### src/rtl/tl_acquire_responder.sv
`default_nettype none
// ============================================================================
// Module   : tl_acquire_responder
// Purpose  : TileLink-C manager-side responder for the L1 D-cache miss path.
//            Accepts AcquireBlock / AcquirePerm on channel A, fetches the line
//            beat by beat from a backing read port and answers with
//            GrantData / Grant on channel D. The transaction stays open until
//            a GrantAck with the expected sink arrives on channel E. One
//            transaction is handled at a time.
// Ports    : clock, reset (async, active high)
//            A : a_valid/a_ready, a_opcode, a_param, a_size, a_source, a_address
//            D : d_valid/d_ready, d_opcode, d_param, d_size, d_source, d_sink,
//                d_denied, d_data
//            E : e_valid/e_ready, e_sink
//            mem : mem_rd_valid/mem_rd_ready, mem_rd_addr,
//                  mem_rd_resp_valid, mem_rd_resp_data
//            proto_err : sticky protocol-error flag
// Options  : TLRESP_LINE_BUFFER_EN - adds a DATA_BEATS-entry line buffer and
//            issues all beat reads back-to-back so D beats can stream.
// Revision : 1.0 - initial release
// ============================================================================
module tl_acquire_responder #(
    parameter int ADDR_W     = 32,
    parameter int SOURCE_W   = 4,
    parameter int SINK_W     = 2,
    parameter int SINK_ID    = 0,
    parameter int BEAT_BYTES = 16,
    parameter int DATA_BEATS = 4
) (
    input  logic                    clock,
    input  logic                    reset,
    input  logic                    a_valid,
    output logic                    a_ready,
    input  logic [2:0]              a_opcode,
    input  logic [2:0]              a_param,
    input  logic [3:0]              a_size,
    input  logic [SOURCE_W-1:0]     a_source,
    input  logic [ADDR_W-1:0]       a_address,
    output logic                    d_valid,
    input  logic                    d_ready,
    output logic [2:0]              d_opcode,
    output logic [1:0]              d_param,
    output logic [3:0]              d_size,
    output logic [SOURCE_W-1:0]     d_source,
    output logic [SINK_W-1:0]       d_sink,
    output logic                    d_denied,
    output logic [8*BEAT_BYTES-1:0] d_data,
    input  logic                    e_valid,
    output logic                    e_ready,
    input  logic [SINK_W-1:0]       e_sink,
    output logic                    mem_rd_valid,
    input  logic                    mem_rd_ready,
    output logic [ADDR_W-1:0]       mem_rd_addr,
    input  logic                    mem_rd_resp_valid,
    input  logic [8*BEAT_BYTES-1:0] mem_rd_resp_data,
    output logic                    proto_err
);

    localparam int c_BEAT_W     = $clog2(DATA_BEATS);
    localparam int c_CNT_W      = c_BEAT_W + 1;
    localparam int c_BYTE_SH    = $clog2(BEAT_BYTES);
    localparam int c_LINE_BYTES = BEAT_BYTES * DATA_BEATS;
    localparam logic [ADDR_W-1:0] c_LINE_MASK = ~ADDR_W'(c_LINE_BYTES - 1);
    localparam logic [2:0] c_OP_ACQ_BLOCK  = 3'd6;
    localparam logic [2:0] c_OP_ACQ_PERM   = 3'd7;
    localparam logic [2:0] c_OP_GRANT      = 3'd4;
    localparam logic [2:0] c_OP_GRANT_DATA = 3'd5;
    localparam logic [SINK_W-1:0] c_SINK   = SINK_W'(SINK_ID);

    typedef enum logic [2:0] {
        ST_IDLE     = 3'd0,
        ST_MEM_REQ  = 3'd1,
        ST_MEM_WAIT = 3'd2,
        ST_GRANT    = 3'd3,
        ST_WAIT_ACK = 3'd4
    } state_t;

    state_t r_state;
    state_t w_state_nxt;
    state_t w_block_start;

    logic                    r_is_block;
    logic                    r_denied;
    logic [2:0]              r_param;
    logic [3:0]              r_size;
    logic [SOURCE_W-1:0]     r_source;
    logic [ADDR_W-1:0]       r_line;
    logic [c_BEAT_W-1:0]     r_beat;

    logic                    w_a_is_block;
    logic                    w_a_is_perm;
    logic                    w_a_fire;
    logic                    w_d_fire;
    logic                    w_mem_fire;
    logic                    w_last_beat;
    logic                    w_beat_ready;
    logic                    w_issue_pend;
    logic                    w_resp_ok;
    logic [c_BEAT_W-1:0]     w_rd_beat;
    logic [8*BEAT_BYTES-1:0] w_beat_data;

    assign w_a_is_block = (a_opcode == c_OP_ACQ_BLOCK);
    assign w_a_is_perm  = (a_opcode == c_OP_ACQ_PERM);
    assign w_a_fire     = a_valid && (r_state == ST_IDLE);
    assign w_d_fire     = (r_state == ST_GRANT) && w_beat_ready && d_ready;
    assign w_mem_fire   = mem_rd_valid && mem_rd_ready;
    assign w_last_beat  = (r_beat == c_BEAT_W'(DATA_BEATS - 1));

`ifdef TLRESP_LINE_BUFFER_EN
    // Issue and response counters run ahead of the presented beat; a beat is
    // only offered on D once its response has landed in the buffer.
    logic [c_CNT_W-1:0]      r_issued;
    logic [c_CNT_W-1:0]      r_rcvd;
    logic [8*BEAT_BYTES-1:0] r_buf [DATA_BEATS];

    assign w_block_start = ST_GRANT;
    assign w_beat_ready  = !r_is_block || (r_rcvd > {1'b0, r_beat});
    assign w_issue_pend  = r_is_block && (r_issued != c_CNT_W'(DATA_BEATS));
    assign w_resp_ok     = (r_rcvd != r_issued);
    assign w_rd_beat     = r_issued[c_BEAT_W-1:0];
    assign w_beat_data   = r_buf[r_beat];

    // Buffer contents are deliberately left out of reset.
    always_ff @(posedge clock) begin
        if (mem_rd_resp_valid && w_resp_ok) begin
            r_buf[r_rcvd[c_BEAT_W-1:0]] <= mem_rd_resp_data;
        end
    end
`else
    logic [8*BEAT_BYTES-1:0] r_data;

    assign w_block_start = ST_MEM_REQ;
    assign w_beat_ready  = 1'b1;
    assign w_issue_pend  = 1'b0;
    assign w_resp_ok     = (r_state == ST_MEM_WAIT);
    assign w_rd_beat     = r_beat;
    assign w_beat_data   = r_data;
`endif

    // ------------------------------------------------------------------
    // State register
    // ------------------------------------------------------------------
    always_ff @(posedge clock or posedge reset) begin
        if (reset) begin
            r_state <= ST_IDLE;
        end else begin
            r_state <= w_state_nxt;
        end
    end

    // ------------------------------------------------------------------
    // Next state and handshake outputs
    // ------------------------------------------------------------------
    always_comb begin
        w_state_nxt  = r_state;
        a_ready      = 1'b0;
        d_valid      = 1'b0;
        e_ready      = 1'b0;
        mem_rd_valid = 1'b0;
        case (r_state)
            ST_IDLE: begin
                a_ready = 1'b1;
                if (a_valid) begin
                    w_state_nxt = w_a_is_block ? w_block_start : ST_GRANT;
                end
            end
            ST_MEM_REQ: begin
                mem_rd_valid = 1'b1;
                if (mem_rd_ready) begin
                    w_state_nxt = ST_MEM_WAIT;
                end
            end
            ST_MEM_WAIT: begin
                if (mem_rd_resp_valid) begin
                    w_state_nxt = ST_GRANT;
                end
            end
            ST_GRANT: begin
                d_valid      = w_beat_ready;
                mem_rd_valid = w_issue_pend;
                if (w_d_fire) begin
                    if (r_is_block && !w_last_beat) begin
                        w_state_nxt = (w_block_start == ST_GRANT) ? ST_GRANT : ST_MEM_REQ;
                    end else begin
                        w_state_nxt = ST_WAIT_ACK;
                    end
                end
            end
            ST_WAIT_ACK: begin
                e_ready = 1'b1;
                if (e_valid && (e_sink == c_SINK)) begin
                    w_state_nxt = ST_IDLE;
                end
            end
            default: begin
                w_state_nxt = ST_IDLE;
            end
        endcase
    end

    // ------------------------------------------------------------------
    // Request capture, beat tracking and error flag
    // ------------------------------------------------------------------
    always_ff @(posedge clock or posedge reset) begin
        if (reset) begin
            r_is_block <= 1'b0;
            r_denied   <= 1'b0;
            r_param    <= 3'd0;
            r_size     <= 4'd0;
            r_source   <= '0;
            r_line     <= '0;
            r_beat     <= '0;
            proto_err  <= 1'b0;
`ifdef TLRESP_LINE_BUFFER_EN
            r_issued   <= '0;
            r_rcvd     <= '0;
`else
            r_data     <= '0;
`endif
        end else begin
            if (w_a_fire) begin
                r_is_block <= w_a_is_block;
                r_denied   <= !(w_a_is_block || w_a_is_perm);
                r_param    <= a_param;
                r_size     <= a_size;
                r_source   <= a_source;
                r_line     <= a_address & c_LINE_MASK;
                if (!(w_a_is_block || w_a_is_perm) || (a_param > 3'd2)) begin
                    proto_err <= 1'b1;
                end
            end
            // Responses nobody asked for (including leftovers from before a
            // reset) are dropped and flagged.
            if (mem_rd_resp_valid && !w_resp_ok) begin
                proto_err <= 1'b1;
            end
            if ((r_state == ST_WAIT_ACK) && e_valid && (e_sink != c_SINK)) begin
                proto_err <= 1'b1;
            end
`ifdef TLRESP_LINE_BUFFER_EN
            if (w_mem_fire) begin
                r_issued <= r_issued + 1'b1;
            end
            if (mem_rd_resp_valid && w_resp_ok) begin
                r_rcvd <= r_rcvd + 1'b1;
            end
            if (w_d_fire && (!r_is_block || w_last_beat)) begin
                r_issued <= '0;
                r_rcvd   <= '0;
            end
`else
            if ((r_state == ST_MEM_WAIT) && mem_rd_resp_valid) begin
                r_data <= mem_rd_resp_data;
            end
`endif
            if (w_d_fire) begin
                r_beat <= (r_is_block && !w_last_beat) ? r_beat + 1'b1 : '0;
            end
        end
    end

    // ------------------------------------------------------------------
    // Channel D payload and memory address
    // ------------------------------------------------------------------
    assign d_opcode    = r_is_block ? c_OP_GRANT_DATA : c_OP_GRANT;
    assign d_param     = (r_param == 3'd0) ? 2'd1 : 2'd0;
    assign d_size      = r_size;
    assign d_source    = r_source;
    assign d_sink      = c_SINK;
    assign d_denied    = r_denied;
    assign d_data      = r_is_block ? w_beat_data : '0;
    assign mem_rd_addr = r_line | ({{(ADDR_W-c_BEAT_W){1'b0}}, w_rd_beat} << c_BYTE_SH);

endmodule
`default_nettype wire
### config.mk
export PLATFORM = sky130hd
export DESIGN_NAME = tl_acquire_responder
export DESIGN_NICKNAME = d
export VERILOG_FILES = /design/src/rtl/tl_acquire_responder.sv
export SDC_FILE = /design/constraint.sdc
export NUM_CORES = 1
export LEC_CHECK = 0
export ABC_CLOCK_PERIOD_IN_PS = 10600
export CAP_MARGIN = 20
export CELL_PAD_IN_SITES_DETAIL_PLACEMENT = 1
export CELL_PAD_IN_SITES_GLOBAL_PLACEMENT = 2
export CORE_MARGIN = 1.5
export CORE_UTILIZATION = 27
export CTS_CLUSTER_DIAMETER = 80
export CTS_CLUSTER_SIZE = 14
export DETAILED_ROUTE_END_ITERATION = 10
export HOLD_SLACK_MARGIN = 0.06
export PLACE_DENSITY_LB_ADDON = 0.1
export SETUP_SLACK_MARGIN = 0.15
export SYNTH_ARGS = -nofsm -noshare
export SYNTH_HDL_FRONTEND = slang
export SYNTH_SLANG_ARGS = --single-unit
### constraint.sdc
create_clock -name clock -period 10.6 [get_ports clock]
set_clock_uncertainty 0.2 [all_clocks]
set_input_delay 2.12 -clock clock [delete_from_list [all_inputs] [get_ports clock]]
set_output_delay 2.12 -clock clock [all_outputs]
set_load 0.01 [all_outputs]
Word level (Yosys, flattened, before mapping)
Cells that the tools add are included.
- bits in registers: 173
- input bits: 183
- output and inout bits: 181
- logic and storage cells: 66
- add/subtract/negate cells: 1
- order comparisons: 1
- eq/ne operators: 12
- mux-type cells: 20
- bitwise operators: 1
- reduce and logical (&&, ||, !) cells: 21
- operators with widths (operator ; number):
    $mux W128 ; 1
    $or A32 B6 Y32 ; 1
    $mux W3 ; 6
    $pmux W3 S5 ; 1
    $mux W1 ; 10
    $ne A2 B2 Y1 const B ; 5
    $eq A3 B3 Y1 const B ; 3
    $logic_and A1 B1 Y1 ; 8
    $eq A3 B2 Y1 const B ; 2
    $logic_not A3 Y1 ; 2
    $reduce_bool A3 Y1 ; 2
    $reduce_and A5 Y1 ; 1
    $mux W2 ; 2
    $eq A3 B1 Y1 const B ; 1
    $gt A3 B2 Y1 const B ; 1
    $logic_not A1 Y1 ; 3
    $add A2 B1 Y2 const B ; 1
    $eq A2 B2 Y1 const B ; 1
    $logic_not A2 Y1 ; 1
    $logic_or A1 B1 Y1 ; 2
    $reduce_and A2 Y1 ; 1
    $reduce_bool A2 Y1 ; 1

Depth between registers and ports, before layout
Gate-level depths: netlist of run 1.
- word-level depth: 8
- mapped depth: 5
- depth with buffers taken out: 4

Least setup slack after synthesis of run 1
No wires, ideal clock.
- kind: flip-flop to output port
- from: register r_state[0]
- to: output port e_ready
- arrival time: 1.047 ns
- required time: 8.280 ns
- setup slack: 7.233 ns
- stages on the path, launching flop included: 3
- buffers on the path: 1
- cells stage by stage: dfrtp_1 -> clkbuf_1 -> nor3b_1
- word-level cells in the longest chain between the ends: 2
- ends and longest elaborated chain (item ; RTL line ; RTL):
    start, declared ; 78 ; state_t r_state;
    start signal, assigned ; 147 ; r_state <= w_state_nxt;
    $eq A3 B3 Y1 ; 160 ; case (r_state)
    $mux W1 ; 160 ;
    end, declared ; 49 ; output logic e_ready,
Every way passes these cells.

Worst setup path in the final report of run 1
- from: register r_is_block
- to: output port d_data[85]
- word-level cells in the longest chain between the ends: 1
- ends and longest elaborated chain (item ; RTL line ; RTL):
    start, declared ; 82 ; logic r_is_block;
    start signal, assigned ; 222 ; r_is_block <= w_a_is_block;
    $mux W128 ; 271 ; assign d_data = r_is_block ? w_beat_data : '0;
    end, declared ; 47 ; output logic [8*BEAT_BYTES-1:0] d_data,
Every way passes these cells.

==> results.sh, run 1 <==
export IMPL_fillers=2965
export IMPL_clockRootBuffer="clkbuf_16"
export IMPL_drt_total_wl_mm=22.65
export IMPL_p_leak_nw=4.800
export IMPL_cts_setup_buffers=0
export IMPL_num_vias=5470
export IMPL_cts_sinks=173
export IMPL_endpoint_kind="output port"
export IMPL_yosysTopAreaCell="dfrtp_1"
export IMPL_antenna_found_initial=0
export IMPL_regArea_mm2=0.004330
export IMPL_wl_per_cell_um=17.67
export IMPL_layout_drive_gt1_share_pct=22.35
export IMPL_rows=61
export IMPL_slew_violations=0
export IMPL_crit_path_max_fanout=65
export IMPL_hp_class="register to register"
export IMPL_finalWorstSetupSlack_ps=6031
export IMPL_multiInputGateArea_mm2=0.002977
export IMPL_tns_ps=0
export IMPL_synth_top_area_share_pct=56.87
export IMPL_period_share_pct=43.10
export IMPL_num_antenna_cells=0
export IMPL_arrival_ps=2250
export IMPL_viasPerCell=4.267
export IMPL_drc=0
export IMPL_cts_hold_buf=0
export IMPL_crit_required_ps=8280
export IMPL_yosysWarningCount=0
export IMPL_syn_inst=556
export IMPL_synthesis_area_mm2=0.007612
export IMPL_grt_setup_unrepaired="no"
export IMPL_coreArea_mm2=0.02778
export IMPL_max_clock_freq_mhz=218.9
export IMPL_grt_pass1_wl_mm=34.80
export IMPL_synthToLayoutAreaGrowth_pct=56.71
export IMPL_grt_pass1_vias=6261
export IMPL_p_per_area_mw_per_mm2=247.8
export IMPL_syn_mean_instance_area_um2=13.69
export IMPL_tightest_slew_ps=1025
export IMPL_insertion_delay_ps=420
export IMPL_grt_max_degree=105
export IMPL_ys_top_cells_by_area="dfrtp_1 57%, mux2_2 24%, and2_1 11%, buf_6 2.2%, buf_4 1.4%"
export IMPL_cts_repair_resized=0
export IMPL_crit_type="register to output port"
export IMPL_dpl_hpwl_mm=16.25
export IMPL_vdd_ir_drop_max_uv=114.3
export IMPL_place_ws_ps=5746
export IMPL_cts_buffers=17
export IMPL_start_util_pct=27.40
export IMPL_htreeDepth=4
export IMPL_setup_viol_count_final=0
export IMPL_cts_clk_slew_worst_paths_ps=70
export IMPL_firstDrtPassIters=4
export IMPL_die_w_um=170.9
export IMPL_rrSetupSlack_ps=8230
export IMPL_path_cells="buf_4 > and2_1 > clkdlybuf4s50_1"
export IMPL_cts_tree="yes"
export IMPL_slowest_stage="clkdlybuf4s50_1"
export IMPL_clockBufferDepth=2
export IMPL_grt_use_total_pct=15.70
export IMPL_synth_ff_latch_count=173
export IMPL_die_h_um=170.9
export IMPL_drt_iter0_drc=172
export IMPL_postRouteAntennaNets=0
export IMPL_final_nets=1076
export IMPL_max_stage_delay_ps=590
export IMPL_dieArea_mm2=0.02921
export IMPL_outcome="finished clean"
export IMPL_cp_start_kind="register"
export IMPL_period_minus_slack_ps=4569
export IMPL_relSlewSlack_pct=31.68
export IMPL_hold_viol=0
export IMPL_ios=364
export IMPL_yosysSeqAreaShare_pct=56.87
export IMPL_portBuffers=348
export IMPL_grt_overflow_total=0
export IMPL_drv_cap=0
export IMPL_gp_congestion=0.7457
export IMPL_synth_cell_types=31
==> layout make-up <==
class                           instances  area share (%)
Inverter                                1         0.07342
Multi-Input combinational cell        344           24.95
Timing Repair Buffer                  355           29.91
Clock inverter                         12           1.080
Sequential cell                       173           36.30
Tap cell                              378           3.965
Clock buffer                           19           3.713
==> per-layer routing <==
metal	global-route usage, %	part of all wire [%]	vias up
met4	5.683	2.0	0
met1	17.60	39	2720
met3	5.829	9.3	25
met5	0	0	-
met2	27.24	50	214
li1	-	-	2511
==> cell usage in the layout, fill, tap and decap left out, types with 2 or more instances in the layout <==
cell type	synthesis	final
inv_6	0	5
inv_8	0	2
clkinv_4	0	3
nor3_1	3	3
mux2_2	160	160
dfrtp_1	173	172
clkbuf_16	0	17
clkinvlp_4	0	2
mux2_1	6	6
buf_4	14	5
conb_1	2	9
nor2_1	4	4
o21ai_0	5	5
a21oi_1	3	3
nand2_1	6	6
clkdlybuf4s50_1	0	348
nand3_1	2	2
nor3b_1	2	2
nor2b_1	2	2
and2_1	128	128
nand2b_1	2	2
==> state kept, by name (all words and copies together) (netlist names) <==
register    flops
r_state         3
d_source        4
r_data        128
d_size          4
proto_err       1
d_denied        1
r_is_block      1
r_param         3
r_line         26
r_beat          2
==> cell usage after synthesis, drive strengths merged <==
| cell | instances |
|---|---|
| nor2 | 4 |
| dfrtp | 173 |
| nand4b | 1 |
| a21oi | 3 |
| nor4b | 1 |
| nand2 | 6 |
| nor3 | 3 |
| buf | 30 |
| nand3 | 2 |
| o221ai | 1 |
| a31oi | 1 |
| nand2b | 3 |
| nor3b | 3 |
| conb | 2 |
| nor4 | 1 |
| inv | 1 |
| nand3b | 1 |
| and2 | 128 |
| o21a | 1 |
| mux2 | 166 |
| nor2b | 2 |
| ha | 1 |
| o21ai | 5 |
| a21o | 1 |
| clkbuf | 15 |
| o2bb2ai | 1 |
==> report_power, final <==
group	switching, mW	internal (mW)	total [mW]
logic	0.434	0.733	1.17
clock network	0.285	0.337	0.621
registers	0.173	0.995	1.17
==> final timing paths <==
path / start / end / depth (start not counted)
worst min register to register: proto_err$_DFFE_PP0P_ / proto_err$_DFFE_PP0P_ / 2
worst max register to register: r_state[0]$_DFFE_PP0P_ / r_data[37]$_DFFE_PP0P_ / 5
max in group asynchronous: reset / r_is_block$_DFFE_PP0P_ / 3
min in group asynchronous: reset / r_line[13]$_DFFE_PP0P_ / 2
worst max-delay path: r_is_block$_DFFE_PP0P_ / d_data[85] / 3
worst min-delay path: proto_err$_DFFE_PP0P_ / proto_err$_DFFE_PP0P_ / 2
==> cells by family (layout without fill, tap and decap cells) <==
| logic type | count (synthesis) | after routing | synth area share (%) |
|---|---|---|---|
| AND/OR/NAND/NOR | 155 | 155 | 12.82 |
| other | 2 | 9 | 0.09866 |
| buffers and inverters | 46 | 387 | 4.454 |
| adder cells (fa/ha/maj) | 1 | 1 | 0.1643 |
| AO/OA/AOI/OAI | 13 | 13 | 1.036 |
| flip-flops | 173 | 173 | 56.87 |
| multiplexers | 166 | 166 | 24.56 |
==> through the flow <==
| stage | cell area [um^2] | std cells | hold WS [ps] | utilization [%] | total power [mW] |
|---|---|---|---|---|---|
| after detailed placement | 11310 | 1249 | 278.4 | 40.71 | 2.358 |
| final | 11930 | 1282 | 291.3 | 42.94 | 2.956 |
| after global routing | 11930 | 1282 | 312.2 | 42.94 | 3.162 |
| after CTS | 11880 | 1280 | 296.2 | 42.77 | 3.005 |
| after floorplan | 7639 | 563 | 272.0 | - | 1.821 |
| after global placement | 11310 | 1249 | 274.1 | 40.71 | 2.295 |
==> worst max-delay path, delay by kind of cell (launching register included) <==
kind,cells,cell delay [ps]
buffers and inverters,2,1100
and+or+nand+nor,1,220
DFF,1,480
Power figures use the tool's default switching activity.
==> run 2, diff against run 1 <==
Settings changed: ABC_CLOCK_PERIOD_IN_PS 10600 to 3750, CORE_UTILIZATION 27 to 23.
Clock period 10.6 ns to 3.75 ns, I/O delays scaled along.
==> results.sh, run 2 (synthesis results as in run 1) <==
export IMPL_relSlewSlack_pct=54.33
export IMPL_largest_register_ffs=128
export IMPL_cts_setup_buffers=0
export IMPL_wl_met3_mm=2.528
export IMPL_grt_use_total_pct=14.10
export IMPL_outcome="finished clean"
export IMPL_p_int_mw=5.781
export IMPL_fin_area_mm2=0.01199
export IMPL_drc=0
export IMPL_largestRegisters="r_data: 128 flops, r_line: 26 flops"
export IMPL_p_total_mw=8.230
export IMPL_cts_buffers=17
export IMPL_grt_pass1_wl_mm=36.04
export IMPL_top_register="r_data"
export IMPL_mostFrequentLayoutCells="348 x clkdlybuf4s50_1, 172 x dfrtp_1, 160 x mux2_2"
export IMPL_slowest_stage="dfrtp_4"
export IMPL_wl_per_cell_um=17.45
export IMPL_utilization_pct=36.85
export IMPL_grt_setup_unrepaired="no"
export IMPL_clockRootBuffer="clkbuf_16"
export IMPL_coreArea_mm2=0.03254
export IMPL_die_h_um=184.9
export IMPL_p_per_area_mw_per_mm2=686.4
export IMPL_grt_overflow_total=0
export IMPL_met1_length_mm=9.007
export IMPL_num_vias=5449
export IMPL_p_sw_mw=2.449
export IMPL_layout_drive_gt1_share_pct=22.01
export IMPL_slew_violations=0
export IMPL_max_stage_delay_ps=850
export IMPL_cts_clk_slew_worst_paths_ps=60
export IMPL_path_cells="buf_12 > and2_1 > clkdlybuf4s50_1"
export IMPL_cts_tree="yes"
export IMPL_ios=364
export IMPL_r2r_start="r_state[0]$_DFFE_PP0P_"
export IMPL_cts_sinks=173
export IMPL_grt_pass1_vias=6240
export IMPL_vdd_ir_drop_max_uv=301.7
export IMPL_worst_path_buf_inv=2
export IMPL_die_w_um=184.9
export IMPL_period_share_pct=88.46
export IMPL_cts_repair_resized=0
export IMPL_seq_power_share_pct=40.7
export IMPL_drv_cap=0
export IMPL_final_nets=1076
export IMPL_cts_hold_buf=0
export IMPL_path_delay_family="buffers and inverters"
export IMPL_gp_congestion=0.7217
export IMPL_crit_required_ps=2800
export IMPL_p_leak_nw=4.785
export IMPL_hold_viol=0
export IMPL_fin_cells=1346
export IMPL_dieArea_mm2=0.03420
export IMPL_rows=66
export IMPL_portBuffers=348
export IMPL_dp_cells=1315
export IMPL_endpoint_kind="output port"
export IMPL_start_util_pct=23.40
export IMPL_crit_type="register to output port"
export IMPL_crit_path_max_fanout=78
export IMPL_met2_length_mm=11.54
export IMPL_antenna_found_initial=1
export IMPL_multiInputGateArea_mm2=0.002977
export IMPL_max_clock_freq_mhz=301.5
export IMPL_drt_iter0_drc=155
export IMPL_htreeDepth=4
export IMPL_dpl_instance_area_mm2=0.01147
export IMPL_viasPerCell=4.048
export IMPL_cp_start_kind="register"
export IMPL_top_layer="met4"
export IMPL_num_antenna_cells=0
export IMPL_layout_commonest_cell="clkdlybuf4s50_1"
export IMPL_firstDrtPassIters=3
export IMPL_period_minus_slack_ps=3317
export IMPL_pwr_share_clk_pct=19.7
export IMPL_synthToLayoutAreaGrowth_pct=57.51
export IMPL_grt_max_degree=88
export IMPL_drt_total_wl_mm=23.49
export IMPL_startpoint="r_is_block$_DFFE_PP0P_"
export IMPL_fillers=3485
export IMPL_insertion_delay_ps=430
export IMPL_arrival_ps=2370
export IMPL_tns_ps=0
export IMPL_hold_start="proto_err$_DFFE_PP0P_"
export IMPL_switching_share_pct=29.75
export IMPL_hp_class="register to register"
export IMPL_clockBufferDepth=2
export IMPL_setup_viol_count_final=0
export IMPL_power_frac_comb_pct=39.6
export IMPL_regArea_mm2=0.004333
export IMPL_tightest_slew_ps=685.0
export IMPL_dpl_hpwl_mm=17.28
export IMPL_postRouteAntennaNets=0
run 2: metal layers:
metal | vias to the layer above | GRT usage [%]
met5 | - | 0
met4 | 0 | 5.008
met3 | 22 | 6.528
met2 | 219 | 24.00
met1 | 2700 | 15.36
li1 | 2508 | -
run 2: power groups by stage:
stage | logic [mW] | registers [mW] | clock network (mW)
after floorplan | 1.89 | 3.25 | 0
after global placement | 3.24 | 3.32 | 0
after detailed placement | 3.34 | 3.40 | 0
after CTS | 3.35 | 3.37 | 1.72
after global routing | 3.54 | 3.51 | 1.79
final | 3.26 | 3.35 | 1.62
run 2: worst register-to-register path, cell delays in order, from the launching register on:
cell and delay (ps):
dfrtp_1 520, nand2b_4 230, nor3b_4 320, buf_12 360, mux2_2 480
run 2: final cells by class:
type	count	share of cell area [%]
repair buffers	355	30.01
clock inverters	7	0.3339
well taps	442	4.612
clock buffers	24	4.018
inverters	1	0.06261
flip-flops and latches	173	36.14
multi-input cells	344	24.83
run 2: worst paths after layout:
kind                                     endpoint  slack [ps]  depth (start not counted)
max                                    d_data[11]         430                          3
min                         proto_err$_DFFE_PP0P_         290                          2
max reg2reg                r_data[40]$_DFFE_PP0P_        1530                          4
min reg2reg                 proto_err$_DFFE_PP0P_         290                          2
max in group asynchronous  r_is_block$_DFFE_PP0P_        2300                          3
min in group asynchronous  r_data[80]$_DFFE_PP0P_         630                          3
run 2: stage by stage:
stage	hold slack (ps)	setup slack [ps]
2_1_floorplan	272.0	589.3
3_3_place_gp	271.4	811.0
3_5_place_dp	278.4	774.2
4_1_cts	292.5	282.9
5_1_grt	310.5	186.2
6_report	288.9	432.7
